`config.mk`:
```
export PLATFORM = sky130hd
export DESIGN_NAME = cva6_ptw_sv32
export DESIGN_NICKNAME = d
export VERILOG_FILES = /design/src/rtl/sv32_pkg.sv /design/src/rtl/cva6_ptw_pte_check.sv /design/src/rtl/cva6_ptw_sv32.sv
export SDC_FILE = /design/constraint.sdc
export NUM_CORES = 1
export LEC_CHECK = 0
export ABC_AREA = 0
export CORE_ASPECT_RATIO = 0.5
export CORE_MARGIN = 3
export CORE_UTILIZATION = 40
export DETAILED_ROUTE_END_ITERATION = 7
export PLACE_DENSITY = 0.75
export SYNTH_ARGS = -nofsm -noshare
export SYNTH_HDL_FRONTEND = slang
export SYNTH_HIERARCHICAL = 1
export SYNTH_SLANG_ARGS = --single-unit
```
`constraint.sdc`:
```
create_clock -name clk_i -period 12.1 [get_ports clk_i]
set_clock_uncertainty 0.05 [all_clocks]
set_input_delay 1.815 -clock clk_i [delete_from_list [all_inputs] [get_ports clk_i]]
set_output_delay 1.815 -clock clk_i [all_outputs]
set_load 0.02 [all_outputs]
```
`src/rtl/sv32_pkg.sv`:
```
// Sv32 page-table entry and TLB update packet shared by the PTW and TLB.
// PTW_ACCESS_CHECK_EN is consumed by cva6_ptw_pte_check.
package sv32_pkg;

  localparam int PAGE_OFFSET_W = 12;
  localparam int VPN_W         = 10;

  typedef struct packed {
    logic [11:0] ppn1;
    logic [9:0]  ppn0;
    logic [1:0]  rsw;
    logic        d;
    logic        a;
    logic        g;
    logic        u;
    logic        x;
    logic        w;
    logic        r;
    logic        v;
  } pte_t;

  typedef struct packed {
    logic        valid;
    logic        is_4m;
    logic [19:0] vpn;
    logic [8:0]  asid;
    pte_t        pte;
  } tlb_update_t;

endpackage

```
`src/rtl/cva6_ptw_pte_check.sv`:
```
// Combinational Sv32 PTE classification (invalid / leaf / pointer / misaligned).
// With PTW_ACCESS_CHECK_EN defined, a leaf with A=0 is reported invalid.
module cva6_ptw_pte_check (
  input  logic       v_i,
  input  logic       r_i,
  input  logic       w_i,
  input  logic       x_i,
`ifdef PTW_ACCESS_CHECK_EN
  input  logic       a_i,
`endif
  input  logic [9:0] ppn0_i,
  input  logic       level1_i,
  output logic       invalid_o,
  output logic       leaf_o,
  output logic       pointer_o,
  output logic       misaligned_o
);

  logic is_leaf;
  logic bad;

  assign is_leaf = r_i | x_i;

`ifdef PTW_ACCESS_CHECK_EN
  assign bad = ~v_i | (~r_i & w_i) | (is_leaf & ~a_i);
`else
  assign bad = ~v_i | (~r_i & w_i);
`endif

  assign invalid_o    = bad;
  assign leaf_o       = ~bad & is_leaf;
  assign pointer_o    = ~bad & ~is_leaf;
  // a 4 MiB leaf must be aligned to a 4 MiB physical boundary
  assign misaligned_o = level1_i & leaf_o & (ppn0_i != 10'd0);

endmodule

```
`src/rtl/cva6_ptw_sv32.sv`:
```
// Sv32 two-level hardware page-table walker producing TLB update packets.
// Define PTW_ACCESS_CHECK_EN to fault on leaves with the A bit clear.
module cva6_ptw_sv32
  import sv32_pkg::*;
#(
  parameter int ASID_WIDTH = 9
) (
  input  logic                  clk_i,
  input  logic                  rst_i,
  input  logic                  flush_i,
  input  logic [21:0]           satp_ppn_i,
  input  logic [ASID_WIDTH-1:0] asid_i,
  input  logic                  req_valid_i,
  output logic                  req_ready_o,
  input  logic [31:0]           req_vaddr_i,
  output logic                  mem_req_valid_o,
  input  logic                  mem_req_ready_i,
  output logic [33:0]           mem_req_addr_o,
  input  logic                  mem_rsp_valid_i,
  input  logic [31:0]           mem_rsp_data_i,
  output logic [62:0]           update_o,
  output logic                  walk_active_o,
  output logic                  fault_o,
  output logic [31:0]           fault_vaddr_o
);

  localparam logic [2:0] S_IDLE    = 3'd0;
  localparam logic [2:0] S_L1_REQ  = 3'd1;
  localparam logic [2:0] S_L1_WAIT = 3'd2;
  localparam logic [2:0] S_L0_REQ  = 3'd3;
  localparam logic [2:0] S_L0_WAIT = 3'd4;
  localparam logic [2:0] S_DRAIN   = 3'd5;

  logic [2:0]  state_q, state_d;
  logic [31:0] vaddr_q, vaddr_d;
  logic [8:0]  asid_q, asid_d;
  logic [21:0] ppn_q, ppn_d;
  tlb_update_t upd_q, upd_d;
  logic        fault_q, fault_d;

  pte_t rsp;
  logic invalid, leaf, pointer, misaligned;

  assign rsp = pte_t'(mem_rsp_data_i);

  cva6_ptw_pte_check u_chk (
    .v_i          (rsp.v),
    .r_i          (rsp.r),
    .w_i          (rsp.w),
    .x_i          (rsp.x),
`ifdef PTW_ACCESS_CHECK_EN
    .a_i          (rsp.a),
`endif
    .ppn0_i       (rsp.ppn0),
    .level1_i     (state_q == S_L1_WAIT),
    .invalid_o    (invalid),
    .leaf_o       (leaf),
    .pointer_o    (pointer),
    .misaligned_o (misaligned)
  );

  // no new walk while a result pulse is still on the outputs
  assign req_ready_o = ~rst_i & (state_q == S_IDLE) & ~flush_i
                     & ~upd_q.valid & ~fault_q;

  assign mem_req_valid_o = (state_q == S_L1_REQ) | (state_q == S_L0_REQ);

  always_comb begin
    mem_req_addr_o = '0;
    if (state_q == S_L1_REQ)
      mem_req_addr_o = {satp_ppn_i, vaddr_q[31:22], 2'b00};
    else if (state_q == S_L0_REQ)
      mem_req_addr_o = {ppn_q, vaddr_q[21:12], 2'b00};
  end

  assign update_o      = upd_q;
  assign fault_o       = fault_q;
  assign fault_vaddr_o = fault_q ? vaddr_q : 32'd0;
  assign walk_active_o = (state_q != S_IDLE);

  always_comb begin
    state_d = state_q;
    vaddr_d = vaddr_q;
    asid_d  = asid_q;
    ppn_d   = ppn_q;
    upd_d   = '0;
    fault_d = 1'b0;
    unique case (state_q)
      S_IDLE: begin
        if (req_valid_i && req_ready_o) begin
          vaddr_d = req_vaddr_i;
          asid_d  = 9'(asid_i);
          state_d = S_L1_REQ;
        end
      end
      S_L1_REQ, S_L0_REQ: begin
        // a request the memory already took still owes a response
        if (flush_i)
          state_d = mem_req_ready_i ? S_DRAIN : S_IDLE;
        else if (mem_req_ready_i)
          state_d = (state_q == S_L1_REQ) ? S_L1_WAIT : S_L0_WAIT;
      end
      S_L1_WAIT, S_L0_WAIT: begin
        if (mem_rsp_valid_i) begin
          state_d = S_IDLE;
          if (!flush_i) begin
            if (invalid || misaligned) begin
              fault_d = 1'b1;
            end else if (leaf) begin
              upd_d.valid = 1'b1;
              upd_d.is_4m = (state_q == S_L1_WAIT);
              upd_d.vpn   = vaddr_q[31:12];
              upd_d.asid  = asid_q;
              upd_d.pte   = rsp;
            end else if (pointer && state_q == S_L1_WAIT) begin
              ppn_d   = {rsp.ppn1, rsp.ppn0};
              state_d = S_L0_REQ;
            end else begin
              fault_d = 1'b1;
            end
          end
        end else if (flush_i) begin
          state_d = S_DRAIN;
        end
      end
      S_DRAIN: begin
        if (mem_rsp_valid_i)
          state_d = S_IDLE;
      end
      default: state_d = S_IDLE;
    endcase
  end

  always_ff @(posedge clk_i or posedge rst_i) begin
    if (rst_i) begin
      state_q <= S_IDLE;
      vaddr_q <= '0;
      asid_q  <= '0;
      ppn_q   <= '0;
      upd_q   <= '0;
      fault_q <= 1'b0;
    end else begin
      state_q <= state_d;
      vaddr_q <= vaddr_d;
      asid_q  <= asid_d;
      ppn_q   <= ppn_d;
      upd_q   <= upd_d;
      fault_q <= fault_d;
    end
  end

endmodule

```
==> out/metrics.cfg, run 1 <==
[worst_setup_path]
worst-setup-path-type = in2out
crit_chain = clkdlybuf4s50_1 > or4_4 > nor2_4 > clkdlybuf4s50_1
cp_common_cell = clkdlybuf4s50_1
slowest_delay_ns = 0.65
critPathBufInv = 2
critical_path.slowest_cell = or4_4
start_kind = input port
crit_family = buffers and inverters
end_kind = output port
worstPathArrival_ns = 3.85
worstPathRequired_ns = 10.23
cp_max_fo = 11

[routing]
route.detailed.drc = 0
ant_nets = 0
vias = 4038
drtIter0Drc = 231
avgRoutedWirePerCell_um = 17.7
wirelength_um = 15200
via_per_inst = 4.69
first_pass_iters = 4

[die]
die_h_um = 90.6
fp.dieW_um = 175
io-pin-count = 234
die_area_sq_um = 15900
initial_core_util_pct = 41.6
core-area_sq_um = 13800
rows = 30

[clocking]
htreeDepth = 4
cts_tree = done
cts_buffers = 17
cts_root_buf = clkbuf_16
cts_resized = 0
cts_setup_buffers = 0
cts.sinks = 130
cts_hold_buf = 0
cts_buffer_depth = 2
clk_pin_slew_worst_paths_ns = 0.06
clk_latency_ns = 0.40

[synthesis]
synth-async-reset-ratio_pct = 100
syn_inst = 431
synth.most_common_cell = dfrtp_1
synth-seq-cells = 130
post-synth-top-area-cell = dfrtp_1
synth_area_sq_um = 5730
synth-seq-area-share_pct = 56.8
yosys_warnings = 6
synth_edf_count = 0
synth.top_cell.area_share_pct = 56.8
synth_commonest_cells = dfrtp_1, and2_1, mux2_4
synthTopCellsByArea = dfrtp_1, mux2_4, and2_1, mux2i_1, mux2_2
ys_types = 42
synth_area_per_cell_sq_um = 13.3
synth_ff_type = dfrtp_1

[pwr]
p_per_area_nw_per_um2 = 191
max-vdd-ir-drop_v = 0.000105
leakagePower_nw = 3.99

[timing]
max_freq_mhz = 175
setup_viol = 0
timing.final.ws_setup_ns = 6.38
slew_headroom_pct = 21.8
fin_tns_setup_ns = 0
fin_crit_ns = 5.72
grt_setup_unrepaired = no
worstMarginPinSlew_ns = 1.17
hold_violations = 0
finalCritPeriodShare_pct = 47.3
slew_violations = 0

[cells_and_area]
num_antenna_cells = 0
nets = 757
drive_above_1_share_pct = 17.0
n_fill_cell = 1089
area_delta_synth_final_pct = 52.3

[place]
place_congestion = 0.756
pre_cts_ws_ns = 6.40
post-dp-hpwl_um = 10600
io_buffers = 231

[global_routing]
overflow = 0
first_global_vias = 4293
grt_max_degree = 68
track_usage_pct = 19.3
grt_pass1_wl_um = 24000
antenna_found_initial = 0

[hold_path]
min_path_type = reg2reg

[status]
status = complete, no violations

[job]
drv_cap = 0

[final timing paths]
path,from,to,slack [ns],depth (start not counted)
min in group asynchronous,rst_i,vaddr_q[21]$_DFFE_PP0P_,1.87,2
worst min-delay path,asid_q[7]$_DFFE_PP0P_,update_o[39]$_DFF_PP0_,0.43,1
worst min register to register,asid_q[7]$_DFFE_PP0P_,update_o[39]$_DFF_PP0_,0.43,1
worst max-delay path,flush_i,req_ready_o,6.38,4
worst max register to register,state_q[1]$_DFFE_PP0P_,ppn_q[14]$_DFFE_PP0P_,8.84,5
max in group asynchronous,rst_i,vaddr_q[0]$_DFFE_PP0P_,8.88,3
[layer usage]
metal / routed length (um) / up-vias / GRT usage [%] / part of all wire, %
met1: 6290 / 2042 / 23.7 / 41
met2: 8130 / 93 / 34.6 / 53
met3: 582 / 20 / 3.53 / 3.8
met5: 0 / - / 0 / 0
met4: 226 / 0 / 5.77 / 1.5
li1: - / 1883 / - / -
[cell type report]
class                   instances  area, sq um  share of cell area [%]
multi-input cells             269         2270                    26.1
well taps                     192          240                    2.76
repair buffers                234         2330                    26.8
flip-flops and latches        130         3250                    37.3
inverters                       4         20.0                   0.230
clock inverters                14          156                    1.79
clock buffers                  18          439                    5.04
[registers in the layout (all words and copies together) (netlist names)]
register	count
update_o	63
vaddr_q	32
ppn_q	22
asid_q	9
state_q	3
fault_o	1
[kinds of logic after synthesis]
kind of cell             after synthesis  synth area share, %
multiplexers                          98                 21.2
flip-flops                           130                 56.8
AND/OR/NAND/NOR                      157                 16.7
other                                  1               0.0655
XOR/XNOR                               1                0.153
AO/OA/AOI/OAI                         10                 1.22
buffers and inverters                 33                 3.65
adder cells (fa/ha/maj)                1                0.175
[report_power, final]
part | internal [W] | switching (W)
clock network | 0.000311 | 0.000199
logic | 0.000311 | 0.000229
registers | 0.000513 | 0.000102
[layout by cell type (no fill, tap or decap), drive strengths merged]
| master | instances |
|---|---|
| o31a | 1 |
| nor4b | 2 |
| and3 | 2 |
| nor3 | 3 |
| nor3b | 2 |
| nor4 | 3 |
| nand4b | 2 |
| o21a | 1 |
| a22oi | 1 |
| clkinvlp | 4 |
| maj3 | 1 |
| a32oi | 1 |
| a32o | 1 |
| clkdlybuf4s50 | 231 |
| o21ai | 2 |
| conb | 2 |
| clkbuf | 18 |
| nor2 | 39 |
| dfrtp | 130 |
| or4 | 1 |
| mux2i | 33 |
| xnor2 | 1 |
| bufinv | 2 |
| nand2 | 2 |
| o211ai | 1 |
| inv | 7 |
| and2 | 93 |
| a21oi | 2 |
| mux2 | 65 |
| nand2b | 2 |
| nand3 | 4 |
| or3b | 1 |
| clkinv | 5 |
| nor2b | 1 |
| buf | 3 |
[metrics by stage]
stage	hold slack [ns]	power [W]	cells	util, %	area (sq um)
floorplan	0.404	0.000944	432	-	5730
global placement	0.410	0.00115	829	59.0	8120
detailed placement	0.418	0.00116	829	59.0	8120
CTS	0.432	0.00168	861	63.3	8720
global route	0.448	0.00174	861	63.3	8720
finish	0.428	0.00167	861	63.3	8720
Power figures use the tool's default switching activity.
==> inputs of run 2 (changes only) <==
==> constraint.sdc (replaced) <==
create_clock -name clk_i -period 5.49 [get_ports clk_i]
set_clock_uncertainty 0.05 [all_clocks]
set_input_delay 0.8235 -clock clk_i [delete_from_list [all_inputs] [get_ports clk_i]]
set_output_delay 0.8235 -clock clk_i [all_outputs]
set_load 0.02 [all_outputs]
==> run 2 against run 1 <==
Compared with the run above: non-clock buffer count is 1 higher; core utilization is 0.33 points lower; via count is 0.40% lower; first-iteration DRC count is 1.3% higher; final area is 0.52% lower; sequential share of layout area is 0.19 points higher; clock power is 100% higher; largest power group unchanged; highest routed layer unchanged.
==> out/metrics.cfg, run 2 (synthesis results as in run 1) <==
[worst_setup_path]
start_kind = input port  ; unchanged
critical_path.slowest_cell = or4_4  ; unchanged
crit_chain = clkdlybuf4s50_1 > or4_4 > nor2_4 > clkdlybuf4s50_1  ; unchanged
worstPathArrival_ns = 2.84  ; was 3.85 ns
cp_max_fo = 11  ; unchanged
worstPathRequired_ns = 4.62  ; was 10.23 ns
end_kind = output port  ; unchanged
worst-setup-path-type = in2out  ; unchanged
slowest_delay_ns = 0.64  ; was 0.65 ns
cp_common_cell = clkdlybuf4s50_1  ; unchanged

[timing]
worstMarginPinSlew_ns = 1.20  ; was 1.17 ns
hold_violations = 0  ; unchanged
fin_tns_setup_ns = 0  ; unchanged
max_freq_mhz = 269
setup_viol = 0  ; unchanged
timing.final.ws_setup_ns = 1.77  ; was 6.38 ns
fin_hold_ws_ns = 0.424  ; was 0.428 ns
slew_violations = 0  ; unchanged
fin_crit_ns = 3.72
finalCritPeriodShare_pct = 67.7
grt_setup_unrepaired = no  ; unchanged
slew_headroom_pct = 20.2  ; was 21.8%

[clocking]
clk_pin_slew_worst_paths_ns = 0.06  ; about the same
cts_root_buf = clkbuf_16  ; unchanged
htreeDepth = 4  ; unchanged
cts_buffer_depth = 2  ; unchanged
cts_setup_buffers = 0  ; unchanged
clk_latency_ns = 0.40  ; about the same
cts.sinks = 130  ; unchanged
cts_buffers = 17  ; unchanged
cts_hold_buf = 0  ; unchanged
cts_resized = 0  ; unchanged
cts_tree = done  ; unchanged

[cells_and_area]
final_common_cell = clkdlybuf4s50_1  ; unchanged
n_fill_cell = 1095  ; was 1089
area_delta_synth_final_pct = 51.5  ; was 52.3%
num_antenna_cells = 0  ; unchanged
nets = 758  ; was 757
largest_reg_flops = 63  ; unchanged
final_cell_mix = clkdlybuf4s50_1, dfrtp_1, and2_1  ; unchanged
register_area_sq_um = 3250  ; unchanged
multi_input_area_sq_um = 2270  ; unchanged
finalNonFillerCells = 861  ; unchanged
drive_above_1_share_pct = 17.0  ; unchanged

[routing]
vias = 4022  ; was 4038
ant_nets = 0  ; unchanged
drtIter0Drc = 234  ; was 231
wirelength_um = 15200  ; about the same
via_per_inst = 4.67  ; was 4.69
first_pass_iters = 4  ; unchanged
route.detailed.drc = 0  ; unchanged
avgRoutedWirePerCell_um = 17.7  ; about the same

[place]
io_buffers = 231  ; unchanged
pre_cts_ws_ns = 1.65  ; was 6.40 ns
post-dp-hpwl_um = 10600  ; about the same
place_congestion = 0.753  ; was 0.756
dp_cells = 830  ; was 829

[die]
initial_core_util_pct = 41.6  ; unchanged
rows = 30  ; unchanged
die_h_um = 90.6  ; unchanged
die_area_sq_um = 15900  ; unchanged
io-pin-count = 234  ; unchanged
fp.dieW_um = 175  ; unchanged
core-area_sq_um = 13800  ; unchanged

[global_routing]
grt_pass1_wl_um = 24300  ; was 24000 um
antenna_found_initial = 0  ; unchanged
track_usage_pct = 19.5  ; was 19.3%
first_global_vias = 4295  ; was 4293
grt_max_degree = 91  ; was 68
overflow = 0  ; unchanged

[pwr]
clkPwrFrac_pct = 28.9  ; was 30.7%
leakagePower_nw = 3.98  ; was 3.99 nW
p_sw_share_pct = 32.1  ; was 31.8%
p_int_w = 0.00243  ; was 0.00114 W
p_per_area_nw_per_um2 = 414  ; was 191 nW/um^2
seqPwrFrac_pct = 38.0  ; was 36.9%
max-vdd-ir-drop_v = 0.000222  ; was 0.000105 V
power_frac_comb_pct = 33.1  ; was 32.4%
switchingPower_w = 0.00115  ; was 0.000530 W

[job]
drv_cap = 0  ; unchanged

[hold_path]
min_path_type = reg2reg  ; unchanged

[status]
status = complete, no violations  ; unchanged

-- run 2: cell count changes in the layout (fill, tap and decap cells not counted), sizes merged --
| cell | before | now |
|---|---|---|
| inv | 7 | 5 |
| clkinvlp | 4 | 3 |
| bufinv | 2 | 1 |
| buf | 3 | 4 |
| clkbuf | 18 | 17 |
| clkinv | 5 | 9 |
-- run 2: cell type report --
cell class / instances / share of cell area, %
clock buffers: 17 / 4.90
clock inverters: 14 / 1.36
inverters: 4 / 0.231
repair buffers: 235 / 27.0
well taps: 192 / 2.77
flip-flops and latches: 130 / 37.5
multi-input cells: 269 / 26.2
-- run 2: power groups by stage --
stage / sequential [W] / combinational [W] / clock, W
after floorplan: 0.00123 / 0.000849 / 0
after global placement: 0.00136 / 0.00117 / 0
after detailed placement: 0.00137 / 0.00119 / 0
after CTS: 0.00136 / 0.00120 / 0.00106
after global routing: 0.00139 / 0.00127 / 0.00111
final: 0.00136 / 0.00119 / 0.00104
-- run 2: per-layer routing --
layer	global-route usage, %	share of wire (%)
met1	24.6	42
met2	33.4	52
met3	4.11	3.7
met4	6.83	2.0
met5	0	0
-- run 2: worst paths after layout --
kind	slack, ns	end	startpoint	depth (start not counted)
worst min-delay path	0.42	update_o[35]$_DFF_PP0_	asid_q[3]$_DFFE_PP0P_	1
worst max register to register	2.21	ppn_q[12]$_DFFE_PP0P_	state_q[1]$_DFFE_PP0P_	5
min in group asynchronous	0.97	vaddr_q[12]$_DFFE_PP0P_	rst_i	2
max in group asynchronous	3.40	update_o[61]$_DFF_PP0_	rst_i	3
worst max-delay path	1.77	req_ready_o	flush_i	4
worst min register to register	0.42	update_o[35]$_DFF_PP0_	asid_q[3]$_DFFE_PP0P_	1
-- run 2: worst max-delay path, delay by kind of cell --
kind | cells | cell delay [ns]
buffers and inverters | 2 | 1.24
AND/OR/NAND/NOR | 2 | 0.78
-- run 2: stage by stage --
| step | instance area (sq um) | total power, W | utilization, % |
|---|---|---|---|
| finish | 8670 | 0.00359 | 63.0 |
| global route | 8670 | 0.00377 | 63.0 |
| CTS | 8670 | 0.00362 | 63.0 |
| detailed placement | 8130 | 0.00257 | 59.0 |
| global placement | 8130 | 0.00253 | 59.0 |
| floorplan | 5730 | 0.00208 | - |
